File: config.mk
export PLATFORM = sky130hd
export DESIGN_NAME = fpu_issue_ctrl
export DESIGN_NICKNAME = d
export VERILOG_FILES = /design/src/rtl/fpu_issue_ctrl.sv
export SDC_FILE = /design/constraint.sdc
export NUM_CORES = 1
export LEC_CHECK = 0
export ABC_AREA = 0
export BUFFER_PORTS_ARGS = -buffer_cell sky130_fd_sc_hd__buf_2
export CORE_MARGIN = 5
export CORE_UTILIZATION = 30
export DETAILED_ROUTE_END_ITERATION = 10
export PLACE_DENSITY_LB_ADDON = 0.2
export SLEW_MARGIN = 20
export SYNTH_ARGS = -nofsm -noshare
export SYNTH_HDL_FRONTEND = slang
export SYNTH_SLANG_ARGS = --single-unit
File: constraint.sdc
create_clock -name clk -period 3.3 [get_ports clk]
set_input_delay 0.165 -clock clk [delete_from_list [all_inputs] [get_ports clk]]
set_output_delay 0.165 -clock clk [all_outputs]
set_load 0.02 [all_outputs]
File: src/rtl/fpu_issue_ctrl.sv
// FP issue/writeback sequencer: decodes OPFP/LOADFP, tracks pending destinations
// in a scoreboard and books the single register-file write port in a slot shift register.
module fpu_issue_ctrl #(
    parameter int ADD_LAT  = 3,
    parameter int MUL_LAT  = 4,
    parameter int LOAD_LAT = 2,
    parameter int MAX_LAT  = 4
) (
    input  logic       clk,
    input  logic       rst,
    input  logic       in_valid,
    input  logic [6:0] opcode,
    input  logic [4:0] funct5,
    input  logic [4:0] rd,
    input  logic [4:0] rs1,
    input  logic [4:0] rs2,
    output logic       stall,
    output logic       issue_add,
    output logic       issue_sub,
    output logic       issue_mul,
    output logic       issue_load,
    output logic       illegal,
    output logic       wb_valid,
    output logic [4:0] wb_rd,
    output logic [1:0] wb_sel,
    output logic       busy
);

    localparam logic [6:0] OPC_OPFP   = 7'b1010011;
    localparam logic [6:0] OPC_LOADFP = 7'b0000111;
    localparam logic [4:0] F5_ADD     = 5'b00000;
    localparam logic [4:0] F5_SUB     = 5'b00001;
    localparam logic [4:0] F5_MUL     = 5'b00010;
    localparam logic [1:0] SEL_ADD    = 2'b00;
    localparam logic [1:0] SEL_MUL    = 2'b01;
    localparam logic [1:0] SEL_LOAD   = 2'b10;

    generate
        if (ADD_LAT < 1 || MUL_LAT < 1 || LOAD_LAT < 1) begin : g_lat_min_check
            $error("fpu_issue_ctrl: every unit latency must be at least 1");
        end
        if (MAX_LAT < ADD_LAT || MAX_LAT < MUL_LAT || MAX_LAT < LOAD_LAT) begin : g_lat_max_check
            $error("fpu_issue_ctrl: MAX_LAT must cover every unit latency");
        end
    endgenerate

    logic        res_v   [1:MAX_LAT];
    logic [4:0]  res_rd  [1:MAX_LAT];
    logic [1:0]  res_sel [1:MAX_LAT];
    logic        nxt_v   [1:MAX_LAT];
    logic [4:0]  nxt_rd  [1:MAX_LAT];
    logic [1:0]  nxt_sel [1:MAX_LAT];
    logic [31:0] sb;
    logic [31:0] sb_nxt;

    logic       is_opfp;
    logic       is_load;
    logic       op_add;
    logic       op_sub;
    logic       op_mul;
    logic       supported;
    logic       uses_rs;
    logic       hazard;
    logic       slot_conflict;
    logic       accept;
    logic [1:0] op_sel;
    int         op_lat;

    // Decode and hazard detection
    always_comb begin
        is_opfp   = (opcode == OPC_OPFP);
        is_load   = (opcode == OPC_LOADFP);
        op_add    = is_opfp && (funct5 == F5_ADD);
        op_sub    = is_opfp && (funct5 == F5_SUB);
        op_mul    = is_opfp && (funct5 == F5_MUL);
        supported = op_add || op_sub || op_mul || is_load;
        uses_rs   = op_add || op_sub || op_mul;

        op_lat = ADD_LAT;
        op_sel = SEL_ADD;
        if (op_mul) begin
            op_lat = MUL_LAT;
            op_sel = SEL_MUL;
        end else if (is_load) begin
            op_lat = LOAD_LAT;
            op_sel = SEL_LOAD;
        end

        hazard = sb[rd] || (uses_rs && (sb[rs1] || sb[rs2]));

        // The entry in slot L+1 shifts into slot L on the next edge, exactly where
        // this op would land; with L == MAX_LAT no such entry can exist.
        slot_conflict = 1'b0;
        for (int k = 2; k <= MAX_LAT; k++) begin
            if (k == op_lat + 1) slot_conflict = res_v[k];
        end

        stall  = in_valid && supported && (hazard || slot_conflict);
        accept = in_valid && supported && !stall && !rst;

        issue_add  = accept && (op_add || op_sub);
        issue_sub  = accept && op_sub;
        issue_mul  = accept && op_mul;
        issue_load = accept && is_load;
        illegal    = in_valid && is_opfp && !(op_add || op_sub || op_mul) && !rst;
    end

    // Next state of the writeback slots and the scoreboard
    always_comb begin
        for (int k = 1; k < MAX_LAT; k++) begin
            nxt_v[k]   = res_v[k+1];
            nxt_rd[k]  = res_rd[k+1];
            nxt_sel[k] = res_sel[k+1];
        end
        nxt_v[MAX_LAT]   = 1'b0;
        nxt_rd[MAX_LAT]  = 5'd0;
        nxt_sel[MAX_LAT] = 2'b00;
        if (accept) begin
            for (int k = 1; k <= MAX_LAT; k++) begin
                if (k == op_lat) begin
                    nxt_v[k]   = 1'b1;
                    nxt_rd[k]  = rd;
                    nxt_sel[k] = op_sel;
                end
            end
        end

        // Clear first so a same-edge set would win.
        sb_nxt = sb;
        if (res_v[1]) sb_nxt[res_rd[1]] = 1'b0;
        if (accept)   sb_nxt[rd]        = 1'b1;
    end

    always_ff @(posedge clk or posedge rst) begin
        if (rst) begin
            sb <= 32'd0;
            for (int k = 1; k <= MAX_LAT; k++) begin
                res_v[k]   <= 1'b0;
                res_rd[k]  <= 5'd0;
                res_sel[k] <= 2'b00;
            end
        end else begin
            sb <= sb_nxt;
            for (int k = 1; k <= MAX_LAT; k++) begin
                res_v[k]   <= nxt_v[k];
                res_rd[k]  <= nxt_rd[k];
                res_sel[k] <= nxt_sel[k];
            end
        end
    end

    assign wb_valid = res_v[1];
    assign wb_rd    = res_rd[1];
    assign wb_sel   = res_sel[1];
    assign busy     = |sb;

endmodule

# After elaboration in Yosys (flattened, before gate mapping)
# Index checks and enable logic that the tools add are counted.
# Widths: inputs -> output; s select.
dict set report word_totals {
  ff_bits 64
  inputBits 30
  out_inout_bits 15
  elab_cells 96
}
dict set report classes {
  addsub 1
  order_cmp 6
  n_eq_ne 11
  mux 34
  n_bitwise 3
  reduce_logical 28
}
# cell count
set ops {}
lappend ops {{$eq 3x32->1 const A} 4}
lappend ops {{$eq 4x32->1 const A} 2}
lappend ops {{$mux 32} 2}
lappend ops {{$add 32x2->32 const B} 1}
lappend ops {{$and 32x32->32} 1}
lappend ops {{$eq 2x32->1 const A} 1}
lappend ops {{$not 32->32} 1}
lappend ops {{$or 32x32->32} 1}
lappend ops {{$reduce_or 32->1} 1}
lappend ops {{$lt 5x6->1 const B} 4}
lappend ops {{$mux 20} 1}
lappend ops {{$mux 5} 4}
lappend ops {{$logic_and 1x1->1} 17}
lappend ops {{$bmux 1 s5} 3}
lappend ops {{$mux 1} 13}
lappend ops {{$mux 2} 6}
lappend ops {{$demux 1 s5} 2}
lappend ops {{$ge 5x1->1 const B} 2}
lappend ops {{$mux 8} 1}
lappend ops {{$eq 7x3->1 const B} 1}
lappend ops {{$eq 7x7->1 const B} 1}
lappend ops {{$logic_or 1x1->1} 6}
lappend ops {{$eq 5x1->1 const B} 1}
lappend ops {{$eq 5x2->1 const B} 1}
lappend ops {{4 further kinds} 6}

# Logic depth before layout (Yosys ltp)
# Gate-level depths: netlist (run 1).
dict set report depth {
  word_depth 14
  mapped_depth 10
  depth_no_buf 7
}

# Worst setup path after synthesis (run 1)
# No wires, ideal clock.
dict set report synth_timing {
  kind {input port to output port}
  from {in rst}
  to {out issue_add}
  arrival_ps 2877
  required_ps 3135
  setup_slack_ps 258
  stages 5
  n_path_buf 1
  path_cell_list {inv_1 > and3_2 > o211ai_4 > buf_6 > nor4_1}
}
dict set report synth_between {
  elab_chain_len 3
}
# item line
set synth_lines {}
lappend synth_lines {{start, declared} 10} ;# input logic rst,
lappend synth_lines {{$logic_not 1->1 (no line)} --}
lappend synth_lines {{$logic_and 1x1->1} 99} ;# accept = in_valid && supported && !stall && !rst;
lappend synth_lines {{$logic_and 1x1->1} 101} ;# issue_add = accept && (op_add || op_sub);
lappend synth_lines {{end, declared} 18} ;# output logic issue_add,
# No other way between the ends.

# Worst setup path after layout (run 1)
dict set report layout_timing {
  from {reg sb[2]}
  to {out issue_sub}
}
dict set report layout_between {
  elab_chain_len 11
  elab_cells_between_ends 15
  classes_between {mux (6); reduce/logical (9)}
}
# item line
set layout_lines {}
lappend layout_lines {{start, declared} 53} ;# logic [31:0] sb;
lappend layout_lines {{start signal, assigned} 143} ;# sb <= sb_nxt;
lappend layout_lines {{$bmux 1 s5} 89} ;# hazard = sb[rd] || (uses_rs && (sb[rs1] || sb[rs2]));
lappend layout_lines {{$mux 1 (implied by the code)} 89}
lappend layout_lines {{$logic_or 1x1->1} 89}
lappend layout_lines {{$logic_and 1x1->1} 89}
lappend layout_lines {{$logic_or 1x1->1 (*)} 89}
lappend layout_lines {{$logic_or 1x1->1 (*)} 98} ;# stall = in_valid && supported && (hazard || slot_conflict);
lappend layout_lines {{$logic_and 1x1->1 (*)} 98}
lappend layout_lines {{$logic_not 1->1 (*)} 99}
lappend layout_lines {{$logic_and 1x1->1 (*) (2 in a row)} 99}
lappend layout_lines {{$logic_and 1x1->1 (*)} 102} ;# issue_sub = accept && op_sub;
lappend layout_lines {{end, declared} 19} ;# output logic issue_sub,
# Every way passes the cells marked *; elsewhere a longest branch is shown, timed or not. The select of a mux whose other input is x is not followed.

==> flow_summary.yaml, run 1 <==
die:
  core-area_um2: 12100
  start_util: 0.308
  die_area_um2: 14700
  dieHeight_um: 121
  io_pins: 45
  die_w_um: 121
  num_rows: 40
logic_synthesis:
  yosysWarningCount: 0
  ys_seq_elements: 63
  yosys-top-cells-area: "dfrtp_1 (42%), mux2i_1 (9.2%), o31ai_1 (6.5%)"
  synth_common_cells: "dfrtp_1 (63), o21ai_0 (35), mux2i_1 (34)"
  yosysTopAreaCell: "dfrtp_1"
  synthArstFlopShare: 1.00
  netlist.area_leader.share: 0.425
  syn-num-nets: 395
  yosysMostFrequentCell: "dfrtp_1"
  synth_cells: 365
  ys_seq_area_frac: 0.425
  synth_area_um2: 3710
  syn_area_per_cell_um2: 10.2
  synth_ff_type: "dfrtp_1"
  synth_edf_count: 0
  ys_types: 47
global_routing:
  grt_max_degree: 64
  overflow: 0
  grt_use_total: 0.158
  grt_antenna_before_repair: 0
  grt_pass1_vias: 3189
  grt_pass1_wl_um: 18000
final_layout:
  diodes: 0
  fin_util: 0.356
  area_growth_pct: 15.7
  drive_gt1_frac: 0.254
  fillers: 1234
  final_nets: 419
drt:
  routed_wl_um: 11300
  post_drt_wl_per_cell_um: 20.0
  via_count: 3097
  dr.pass1.iters: 5
  vias_per_cell: 5.51
  drtIter0Drc: 244
  drc: 0
  ant_nets: 0
clocking:
  cts_buffer_depth: 2
  clock_latency_ns: 0.33
  clock-sinks: 63
  cts_inserted_buffers: 9
  tritoncts: "yes"
  clk_pin_slew_worst_paths_ns: 0.06
  htreeDepth: 3
  cts_root_buf: "clkbuf_16"
setup_path:
  crit_type: "reg -> out"
  rrSetupSlack_ns: 0.38
  worstPathArrival_ns: 3.03
  r2r_cells: 8
  setup.worst_path.start_class: "register"
  path_max_fanout: 11
  cp-end-kind: "primary output"
  crit_required_ns: 3.13
timing:
  rsz0062_at_grt: "true"
  min_period_ns: 3.19
  setup_slack_ns: 0.107
  finalSetupViolCount: 0
  max_freq_ghz: 0.313
  slew_violations: 0
  clock_skew_ns: 0.00700
  min_period_over_period: 0.968
  hold_violations: 0
  whs_ns: 0.114
  tightest_slew_ns: 0.800
  relSlewSlack: 0.467
placement:
  dp_slack_ns: 0.309
  dp_hpwl_um: 8050
  gp_congestion: 0.865
  portBuffers: 44
pwr:
  ir_drop_mv: 0.190
  p_sw_frac: 0.249
  clock_power_share: 0.511
  power_density_nw_per_um2: 440
  pwr-share-seq: 0.412
  internal_power_uw: 1420
  total_leakage_power_uw: 0.00169
  p_sw_uw: 469
  combPwrFrac: 0.078
outcome:
  status: "finished clean"
min_path:
  holdCritPathClass: "in -> async"
flow_run:
  cap_viol_max_count: 0
==> path summary, 6_finish.rpt <==
| check | startpoint | to |
|---|---|---|
| worst max-delay path | sb[2] | issue_sub |
| worst min-delay path | rst | res_v[0] |
| worst max register to register | sb[2] | sb[7] |
| worst min register to register | res_v[2] | wb_valid |
| max in group asynchronous | rst | sb[22] |
| min in group clk | rd[4] | res_rd[4] |
==> cell type report <==
| class | instances | area [um^2] | area share |
|---|---|---|---|
| clock buffer | 9 | 225 | 0.0524 |
| sequential | 63 | 1580 | 0.367 |
| clock inverter | 7 | 77.6 | 0.0181 |
| inverter | 3 | 11.3 | 0.00262 |
| tap | 168 | 210 | 0.0490 |
| multi-input combinational | 262 | 1930 | 0.448 |
| timing repair buffer | 50 | 268 | 0.0624 |
==> kinds of logic (layout without fill, tap and decap cells) <==
| kind of cell | after synthesis | after routing | share of synthesized area |
|---|---|---|---|
| multiplexers | 49 | 49 | 0.152 |
| AO/OA/AOI/OAI | 96 | 96 | 0.175 |
| other | 1 | 1 | 0.00101 |
| AND/OR/NAND/NOR | 116 | 116 | 0.189 |
| flip-flops | 63 | 63 | 0.425 |
| buffers and inverters | 40 | 69 | 0.0577 |
==> state kept, by name, summed over array words and instances (netlist names) <==
| signal | flops |
|---|---|
| sb | 32 |
| res_rd | 15 |
| res_sel | 5 |
| wb_rd | 5 |
| res_v | 3 |
| wb_sel | 2 |
| wb_valid | 1 |
==> cells in the final DEF (no fill, tap or decap), drive strengths merged, types with 7 or more instances in the layout <==
cell / instances
nand3: 10
o21ai: 35
a22oi: 8
nand2: 25
o31ai: 32
nand2b: 8
dfrtp: 63
inv: 7
mux2i: 34
buf: 50
nor4: 18
mux2: 10
nor2b: 13
clkbuf: 9
==> worst max-delay path: stages, from the launching register on <==
cell and delay, ns:
dfrtp_1 0.43, mux4_2 0.48, a2bb2oi_1 0.14, a211o_1 0.31, a222oi_1 0.44, and3_4 0.28, o211ai_4 0.15, nor4_2 0.26
buf_4 0.18
==> power by group through the flow <==
stage	Sequential, uW	Clock, uW	Combinational, uW
6_report	777	964	147
5_1_grt	777	1010	161
4_1_cts	777	973	145
3_5_place_dp	791	0	145
3_3_place_gp	790	0	144
2_1_floorplan	790	0	91.0
==> metrics by stage <==
stage	total power, uW	instances	TNS (ns)	instance area [um^2]
final	1890	562	0	4290
after global routing	1950	562	-0.118	4290
after CTS	1890	561	0	4280
after detailed placement	935	545	0	3980
after global placement	934	545	0	3980
after floorplan	881	365	0	3710
==> layer usage <==
metal	routed length, um	up-vias	part of all wire	GRT usage
li1	-	1424	-	-
met1	5160	1528	0.46	0.217
met2	5130	128	0.45	0.246
met3	766	17	0.068	0.0340
met4	212	0	0.019	0.0567
met5	0	-	0	0
==> repair_timing <==
action,in CTS,in global routing
setup buffers,0,1
gates resized for setup,0,3
hold buffers,0,0
setup endpoints to repair,0,4
(Power assumes the default switching activity.)
==> run 2, diff against run 1 <==
- clock period: 3.3 -> 3.5 ns (I/O delays scaled with it)
==> run 2 against run 1 <==
  * Die area did not move
  * Largest cell class unchanged
  * Sequential cell count is the same
  * Wire length is 1.7% higher
  * Highest routed layer unchanged
  * Clock skew decreased by 0.0022 ns
  * Sequential share of layout area fell by 0.16 points
==> flow_summary.yaml, run 2 (synthesized netlist as in run 1, its figures left out) <==
timing:
  min_period_over_period: 0.951
  tightest_slew_ns: 0.812
  setup_tns_ns: 0
  min_period_ns: 3.33
  setup_slack_ns: 0.172
  clock_skew_ns: 0.00483
  relSlewSlack: 0.459
  finalSetupViolCount: 0
  rsz0062_at_grt: "false"
  hold_violations: 0
  max_freq_ghz: 0.300
  slew_violations: 0
clocking:
  clock_latency_ns: 0.33
  htreeDepth: 3
  cts_inserted_buffers: 9
  clk_pin_slew_worst_paths_ns: 0.06
  tritoncts: "yes"
  cts_root_buf: "clkbuf_16"
  clock-sinks: 63
  cts_setup_buffers: 0
  cts_buffer_depth: 2
final_layout:
  final_common_cell: "dfrtp_1"
  area_growth_pct: 16.2
  diodes: 0
  reg_top3: "sb (32), res_rd (15)"
  largest-register: "sb"
  drive_gt1_frac: 0.249
  fin_area_um2: 4310
  final_nets: 418
  final_cell_mix: "dfrtp_1 (63), buf_2 (44), o21ai_0 (35)"
  largest_reg_flops: 32
drt:
  routed_wl_um: 11500
  ant_nets: 0
  drtIter0Drc: 301
  dr.pass1.iters: 4
  drc: 0
  post_drt_wl_per_cell_um: 20.4
  via_count: 3121
  vias_per_cell: 5.56
setup_path:
  cp-end-kind: "primary output"
  crit_type: "reg -> out"
  critPathSlowestCell: "mux4_2"
  setup.worst_path.start_class: "register"
  crit_required_ns: 3.32
  crit_chain: "mux4_2, and3_1, a211o_1, a222oi_1, and3_4, o211ai_4, nor4_2, buf_2"
  r2r_cells: 7
  worstPathArrival_ns: 3.15
  path_max_fanout: 11
  rrSetupSlack_ns: 0.48
  slowest_delay_ns: 0.48
  r2r-start: "sb[15]"
  r2r-end: "res_rd[13]"
min_path:
  holdCritPathClass: "in -> async"
global_routing:
  overflow: 0
  grt_pass1_wl_um: 18100
  grt_use_total: 0.160
  grt_max_degree: 64
  grt_antenna_before_repair: 0
  grt_pass1_vias: 3236
placement:
  gp_congestion: 0.854
  portBuffers: 44
  dp_slack_ns: 0.326
  dp_hpwl_um: 7760
  placed_area_um2: 3970
outcome:
  status: "finished clean"
pwr:
  clock_power_share: 0.531
  internal_power_uw: 1410
  ir_drop_mv: 0.217
  pwr-share-seq: 0.396
  combPwrFrac: 0.074
  power_density_nw_per_um2: 429
  p_sw_uw: 444
  p_sw_frac: 0.240
  total_leakage_power_uw: 0.00169
die:
  dieHeight_um: 121
  start_util: 0.308
  die_w_um: 121
  num_rows: 40
  die_area_um2: 14700
  core-area_um2: 12100
  io_pins: 45
flow_run:
  cap_viol_max_count: 0
## run 2: worst max path at each step
stage	slack (ns)	to	start
4_1_cts	0.06	issue_sub	sb[15]
2_1_floorplan	0.44	issue_add	rst
3_3_place_gp	0.39	sb[27]	rd[0]
5_1_grt	0.02	issue_sub	sb[15]
6_report	0.17	issue_sub	sb[15]
3_5_place_dp	0.33	issue_sub	rd[0]
## run 2: metrics by stage
stage	util	hold slack, ns	power, uW	instances
floorplan	-	0.358	831	365
global placement	0.329	0.331	879	544
detailed placement	0.329	0.336	881	544
CTS	0.356	0.157	1870	560
global route	0.358	0.213	1920	561
finish	0.358	0.112	1850	561
## run 2: layout make-up
class / count / area [um^2]
flip-flops and latches: 63 / 1580
inverters: 3 / 11.3
clock inverters: 7 / 103
fillers: 1228 / 7750
well taps: 168 / 210
clock buffers: 9 / 225
multi-input cells: 263 / 1940
repair buffers: 48 / 250
## run 2: critical path: cells and delay by family, from the launching register on
| family | cells | cell delay [ns] |
|---|---|---|
| compound gates | 3 | 0.90 |
| simple gates | 3 | 0.78 |
| mux | 1 | 0.48 |
| flops | 1 | 0.45 |
| buf+inv | 1 | 0.21 |
## run 2: layer usage
| metal | up-vias | wire length [um] | GRT usage |
|---|---|---|---|
| met4 | 0 | 184 | 0.0546 |
| li1 | 1429 | - | - |
| met3 | 20 | 725 | 0.0401 |
| met5 | - | 0 | 0 |
| met1 | 1554 | 5330 | 0.216 |
| met2 | 118 | 5220 | 0.249 |
## run 2: power by group through the flow
stage / registers (uW) / clock network, uW / logic, uW
finish: 733 / 983 / 137
global route: 732 / 1040 / 150
CTS: 732 / 998 / 136
detailed placement: 746 / 0 / 135
global placement: 746 / 0 / 134
floorplan: 745 / 0 / 85.8
## run 2: repair_timing
| action | CTS | global route |
|---|---|---|
| hold buffers | 0 | 0 |
| resized for setup | 0 | 1 |
| endpoints found under the setup margin | 0 | 3 |
